`src/rtl/ysyx_25040111_mem_arbiter.sv`:
```
// Round-robin arbiter sharing one memory port between IFU and LSU, one transaction in flight.
// Optional response watchdog and ERR state: define MEM_ARBITER_TIMEOUT_EN.
module ysyx_25040111_mem_arbiter #(
    parameter int ADDR_W  = 32,
    parameter int DATA_W  = 32,
    parameter int TIMEOUT = 255
) (
    input  logic                clock,
    input  logic                reset,
    input  logic                ifu_req_valid,
    output logic                ifu_req_ready,
    input  logic [ADDR_W-1:0]   ifu_addr,
    output logic                ifu_rsp_valid,
    input  logic                ifu_rsp_ready,
    output logic [DATA_W-1:0]   ifu_rsp_data,
    output logic                ifu_rsp_err,
    input  logic                lsu_req_valid,
    output logic                lsu_req_ready,
    input  logic [ADDR_W-1:0]   lsu_addr,
    input  logic                lsu_wen,
    input  logic [DATA_W-1:0]   lsu_wdata,
    input  logic [DATA_W/8-1:0] lsu_wmask,
    output logic                lsu_rsp_valid,
    input  logic                lsu_rsp_ready,
    output logic [DATA_W-1:0]   lsu_rsp_data,
    output logic                lsu_rsp_err,
    output logic                mem_req_valid,
    input  logic                mem_req_ready,
    output logic [ADDR_W-1:0]   mem_addr,
    output logic                mem_wen,
    output logic [DATA_W-1:0]   mem_wdata,
    output logic [DATA_W/8-1:0] mem_wmask,
    input  logic                mem_rsp_valid,
    output logic                mem_rsp_ready,
    input  logic [DATA_W-1:0]   mem_rsp_data,
    input  logic                mem_rsp_err,
    output logic                timeout_err
);
    localparam int MASK_W = DATA_W / 8;

`ifdef MEM_ARBITER_TIMEOUT_EN
    typedef enum logic [1:0] {S_IDLE, S_REQ, S_RESP, S_ERR} state_e;
`else
    typedef enum logic [1:0] {S_IDLE, S_REQ, S_RESP} state_e;
`endif

    state_e              state_q, state_d;
    logic                owner_q, owner_d;   // 0 = IFU, 1 = LSU
    logic                ptr_q, ptr_d;       // requester preferred on a tie
    logic [ADDR_W-1:0]   addr_q, addr_d;
    logic                wen_q, wen_d;
    logic [DATA_W-1:0]   wdata_q, wdata_d;
    logic [MASK_W-1:0]   wmask_q, wmask_d;
    logic                grant_ifu, grant_lsu;
    logic                owner_rsp_ready, rsp_hs, expire;

    // Requests are only granted out of reset, so req_ready stays low while reset is held.
    assign grant_ifu = (state_q == S_IDLE) && reset && ifu_req_valid && (!lsu_req_valid || !ptr_q);
    assign grant_lsu = (state_q == S_IDLE) && reset && lsu_req_valid && (!ifu_req_valid || ptr_q);
    assign owner_rsp_ready = owner_q ? lsu_rsp_ready : ifu_rsp_ready;
    assign rsp_hs = (state_q == S_RESP) && mem_rsp_valid && owner_rsp_ready;

`ifdef MEM_ARBITER_TIMEOUT_EN
    localparam int CNT_W = 16;
    logic [CNT_W-1:0] cnt_q, cnt_d;
    logic             tmo_q, tmo_d;

    assign expire = ((state_q == S_REQ) || (state_q == S_RESP && !rsp_hs))
                    && (cnt_q == CNT_W'(TIMEOUT - 1));

    always_comb begin
        cnt_d = cnt_q;
        if (grant_ifu || grant_lsu)
            cnt_d = '0;
        else if (state_q == S_REQ || state_q == S_RESP)
            cnt_d = cnt_q + 1'b1;
        tmo_d = tmo_q | expire;
    end

    always_ff @(posedge clock or negedge reset) begin
        if (!reset) begin
            cnt_q <= '0;
            tmo_q <= 1'b0;
        end else begin
            cnt_q <= cnt_d;
            tmo_q <= tmo_d;
        end
    end

    assign timeout_err = tmo_q;
`else
    assign expire = 1'b0;
    // Watchdog compiled out: the flag is a constant zero.
    assign timeout_err = (TIMEOUT < 0);
`endif

    always_ff @(posedge clock or negedge reset) begin
        if (!reset) begin
            state_q <= S_IDLE;
            owner_q <= 1'b0;
            ptr_q   <= 1'b0;
            addr_q  <= '0;
            wen_q   <= 1'b0;
            wdata_q <= '0;
            wmask_q <= '0;
        end else begin
            state_q <= state_d;
            owner_q <= owner_d;
            ptr_q   <= ptr_d;
            addr_q  <= addr_d;
            wen_q   <= wen_d;
            wdata_q <= wdata_d;
            wmask_q <= wmask_d;
        end
    end

    always_comb begin
        state_d = state_q;
        owner_d = owner_q;
        ptr_d   = ptr_q;
        addr_d  = addr_q;
        wen_d   = wen_q;
        wdata_d = wdata_q;
        wmask_d = wmask_q;
        case (state_q)
            S_IDLE: begin
                if (grant_ifu || grant_lsu) begin
                    state_d = S_REQ;
                    owner_d = grant_lsu;
                    ptr_d   = grant_ifu;   // pointer moves to the loser
                    addr_d  = grant_lsu ? lsu_addr : ifu_addr;
                    wen_d   = grant_lsu & lsu_wen;
                    wdata_d = grant_lsu ? lsu_wdata : '0;
                    wmask_d = grant_lsu ? lsu_wmask : '0;
                end
            end
            S_REQ: begin
                if (expire)             state_d = state_e'(2'd3);
                else if (mem_req_ready) state_d = S_RESP;
            end
            S_RESP: begin
                if (expire)      state_d = state_e'(2'd3);
                else if (rsp_hs) state_d = S_IDLE;
            end
            default: begin
                if (owner_rsp_ready) state_d = S_IDLE;
            end
        endcase
    end

    always_comb begin
        ifu_req_ready = 1'b0;
        lsu_req_ready = 1'b0;
        ifu_rsp_valid = 1'b0;
        ifu_rsp_data  = '0;
        ifu_rsp_err   = 1'b0;
        lsu_rsp_valid = 1'b0;
        lsu_rsp_data  = '0;
        lsu_rsp_err   = 1'b0;
        mem_req_valid = 1'b0;
        mem_rsp_ready = 1'b0;
        mem_addr      = addr_q;
        mem_wen       = wen_q;
        mem_wdata     = wdata_q;
        mem_wmask     = wmask_q;
        case (state_q)
            S_IDLE: begin
                mem_rsp_ready = 1'b1;   // drains stray/late responses
                ifu_req_ready = grant_ifu;
                lsu_req_ready = grant_lsu;
            end
            S_REQ: mem_req_valid = 1'b1;
            S_RESP: begin
                mem_rsp_ready = owner_rsp_ready;
                if (owner_q) begin
                    lsu_rsp_valid = mem_rsp_valid;
                    lsu_rsp_data  = mem_rsp_data;
                    lsu_rsp_err   = mem_rsp_err;
                end else begin
                    ifu_rsp_valid = mem_rsp_valid;
                    ifu_rsp_data  = mem_rsp_data;
                    ifu_rsp_err   = mem_rsp_err;
                end
            end
            default: begin
                if (owner_q) begin
                    lsu_rsp_valid = 1'b1;
                    lsu_rsp_err   = 1'b1;
                end else begin
                    ifu_rsp_valid = 1'b1;
                    ifu_rsp_err   = 1'b1;
                end
            end
        endcase
    end
endmodule

```
`config.mk`:
```
export PLATFORM = sky130hd
export DESIGN_NAME = ysyx_25040111_mem_arbiter
export DESIGN_NICKNAME = d
export VERILOG_FILES = /design/src/rtl/ysyx_25040111_mem_arbiter.sv
export SDC_FILE = /design/constraint.sdc
export NUM_CORES = 1
export LEC_CHECK = 0
export BUFFER_PORTS_ARGS = -buffer_cell sky130_fd_sc_hd__buf_2
export CORE_ASPECT_RATIO = 0.5
export CORE_MARGIN = 4
export CORE_UTILIZATION = 43
export DETAILED_ROUTE_END_ITERATION = 7
export HOLD_SLACK_MARGIN = 0.12
export MAX_ROUTING_LAYER = met4
export PLACE_DENSITY = 0.95
export SLEW_MARGIN = 0
export SYNTH_ARGS = -nofsm -noshare
export SYNTH_HDL_FRONTEND = slang
export SYNTH_SLANG_ARGS = --single-unit
```
`constraint.sdc`:
```
create_clock -name clock -period 4.9 [get_ports clock]
set_clock_uncertainty 0.2 [all_clocks]
set_input_delay 0.98 -clock clock [delete_from_list [all_inputs] [get_ports clock]]
set_output_delay 0.98 -clock clock [all_outputs]
set_load 0.01 [all_outputs]
```
==> impl_metrics.json <==
{
  "wirelength_mm": 11.6,
  "gp_congestion": 0.879,
  "grt.overflow.total": 0,
  "grt_max_degree": 102,
  "synth_common_cells": "dfrtp_1, a22o_1, o21ai_1",
  "post-place-ws_ns": 1.74,
  "period_minus_slack_ns": 3.35,
  "die_area_sq_um": 9840,
  "num_vias": 3495,
  "start_util": 0.442,
  "io_pins": 284,
  "synth_most_common_cell": "dfrtp_1",
  "rsz0062_at_grt": "false",
  "synth_fp_nets": 484,
  "yosys.cell_types.count": 26,
  "max-slew-margin-rel": 0.377,
  "cts-htree-levels": 3,
  "synth_cells": 336,
  "status": "finished, final reports clean",
  "ys_seq_elements": 73,
  "worst_slack_ns": 1.55,
  "grtUsageTotal": 0.229,
  "slowest_delay_ns": 0.69,
  "drive_gt1_frac": 0.502,
  "arrival_ns": 2.17,
  "path_cells": "nor2b_1 -> buf_4 -> and2_1 -> buf_2",
  "num_rows": 23,
  "drc_errors": 0,
  "place_area_sq_um": 5010,
  "synth_ff_type": "dfrtp_1",
  "critPathRequiredTime_ns": 3.72,
  "ys.warnings.count": 0,
  "root_buffer": "clkbuf_16",
  "core_sq_um": 8000,
  "synth.largest_area_cell": "dfrtp_1",
  "final-hold-violation-count": 0,
  "die_y_um": 72.2,
  "critPathBufInv": 2,
  "p_per_area_nw_per_um2": 554,
  "fp.dieW_um": 136,
  "synthArstFlopShare": 1.00,
  "worstMarginPinSlew_ns": 0.935,
  "tns_ns": 0,
  "syn-cell-area_sq_um": 3540,
  "hold_class": "register to register",
  "seq_area_sq_um": 1830,
  "holdBufCountCts": 0,
  "grt_pass1_wl_mm": 17.2,
  "syn_to_final_growth_pct": 50.5,
  "vias_per_cell": 4.85,
  "n_antenna_cell": 0,
  "clkTransAtPathRegs_ns": 0.06,
  "fin_util": 0.666,
  "drv_cap": 0,
  "antenna_found_initial": 0,
  "drtIter0Drc": 163,
  "cts_tree": "done",
  "clock_path_buffers": 2,
  "crit_type": "register to output pin",
  "multi_input_area_sq_um": 1560,
  "io_buffers": 282,
  "drt-pass1-iter-count": 4,
  "yosys.area.top_type_share": 0.516,
  "grt_pass1_vias": 3480,
  "synth_edf_count": 0,
  "ant_nets": 0,
  "post_cts_resized": 0,
  "p_leak_nw": 3.39,
  "synth.area.top_cells": "dfrtp_1, a22o_1, mux2i_1",
  "slowest_stage": "dfrtp_1",
  "yosysSeqAreaShare": 0.516,
  "drv_slew": 0,
  "cts.sinks": 73,
  "crit_path_max_fanout": 37,
  "finalSetupViolCount": 0,
  "critPathCaptureType": "output pin",
  "dp.final_hpwl_mm": 9.10,
  "fin_crit_sh": 0.683,
  "routedWlPerCell_um": 16.1,
  "fmax_mhz": 299,
  "cts_setup_buffers": 0,
  "fillerInstances": 673,
  "max-vdd-ir-drop_mv": 0.258,
  "avgSynthCellArea_sq_um": 10.5,
  "nets": 752,
  "finish.instance_area_sq_um": 5330,
  "clk_latency_ns": 0.31,
  "start_kind": "register",
  "cpLargestDelayFamily": "simple AND/OR/NAND/NOR gates",
  "cts_made_buffers": 9
}
registers in the layout (all words and copies together) (netlist names):
signal     flops
owner_q        1
mem_wdata     32
mem_wen        1
mem_addr      32
ptr_q          1
mem_wmask      4
state_q        2
power by group:
| group | total, W | leakage (nW) | switching (W) | internal, W |
|---|---|---|---|---|
| clock | 0.000686 | 0.145 | 0.000239 | 0.000447 |
| sequential | 0.00103 | 0.932 | 0.000171 | 0.000862 |
| combinational | 0.00123 | 2.31 | 0.000678 | 0.000553 |
final timing paths:
path,to,cells past startpoint,from,slack (ns)
worst max-delay path,ifu_rsp_data[19],4,owner_q,1.55
min in group asynchronous,mem_addr[1],2,reset,0.79
worst max register to register,mem_wdata[21],7,state_q[0],2.50
max in group asynchronous,mem_addr[14],2,reset,3.15
worst min register to register,mem_addr[28],2,mem_addr[28],0.28
worst min-delay path,mem_addr[28],2,mem_addr[28],0.28
cell usage in the layout (no fill, tap or decap), types with 3 or more instances in the layout:
cell type and n:
nand2_1 33, a22o_1 37, clkbuf_16 9, clkinvlp_4 3, mux2i_1 32, and2_1 32, buf_4 7, inv_1 5
dfrtp_1 73, ha_1 6, and3_1 32, nor2_1 6, o21ai_1 34, buf_2 281
layer usage:
layer / track usage / wire length [um] / vias up
met2: 0.427 / 6330 / 111
met1: 0.247 / 4330 / 1657
met3: 0.0436 / 657 / 23
met4: 0.0771 / 259 / 0
li1: - / - / 1704
met5: - / 0 / -
area by class of cell:
cell class | instances | share of cell area
inverters | 6 | 0.00423
flip-flops and latches | 73 | 0.343
well taps | 112 | 0.0263
multi-input cells | 226 | 0.292
clock buffers | 10 | 0.0430
repair buffers | 288 | 0.274
clock inverters | 6 | 0.0171
worst register-to-register path, delay by kind of cell, from the launching register on:
family | cells | cell delay [ns]
buffers and inverters | 4 | 0.93
AOI/OAI and AO/OA | 1 | 0.30
DFF | 1 | 0.42
adders and majority gates | 1 | 0.31
and+or+nand+nor | 1 | 0.12
per-stage QoR:
stage	hold WS (ns)	cells	total power, W
finish	0.275	721	0.00295
global route	0.302	721	0.00314
CTS	0.282	721	0.00298
detailed placement	0.269	705	0.00228
global placement	0.264	705	0.00222
floorplan	0.264	336	0.00173
cell families (layout without fill, tap and decap cells):
| kind of cell | count (synthesis) | after routing | share of synthesized area |
|---|---|---|---|
| flip-flops | 73 | 73 | 0.516 |
| AND/OR/NAND/NOR | 107 | 107 | 0.162 |
| AO/OA/AOI/OAI | 77 | 77 | 0.153 |
| buffers and inverters | 37 | 310 | 0.0463 |
| other | 1 | 1 | 0.00106 |
| adder cells (fa/ha/maj) | 6 | 6 | 0.0212 |
| multiplexers | 35 | 35 | 0.100 |
Note: power is estimated with default switching activity, not from simulation.
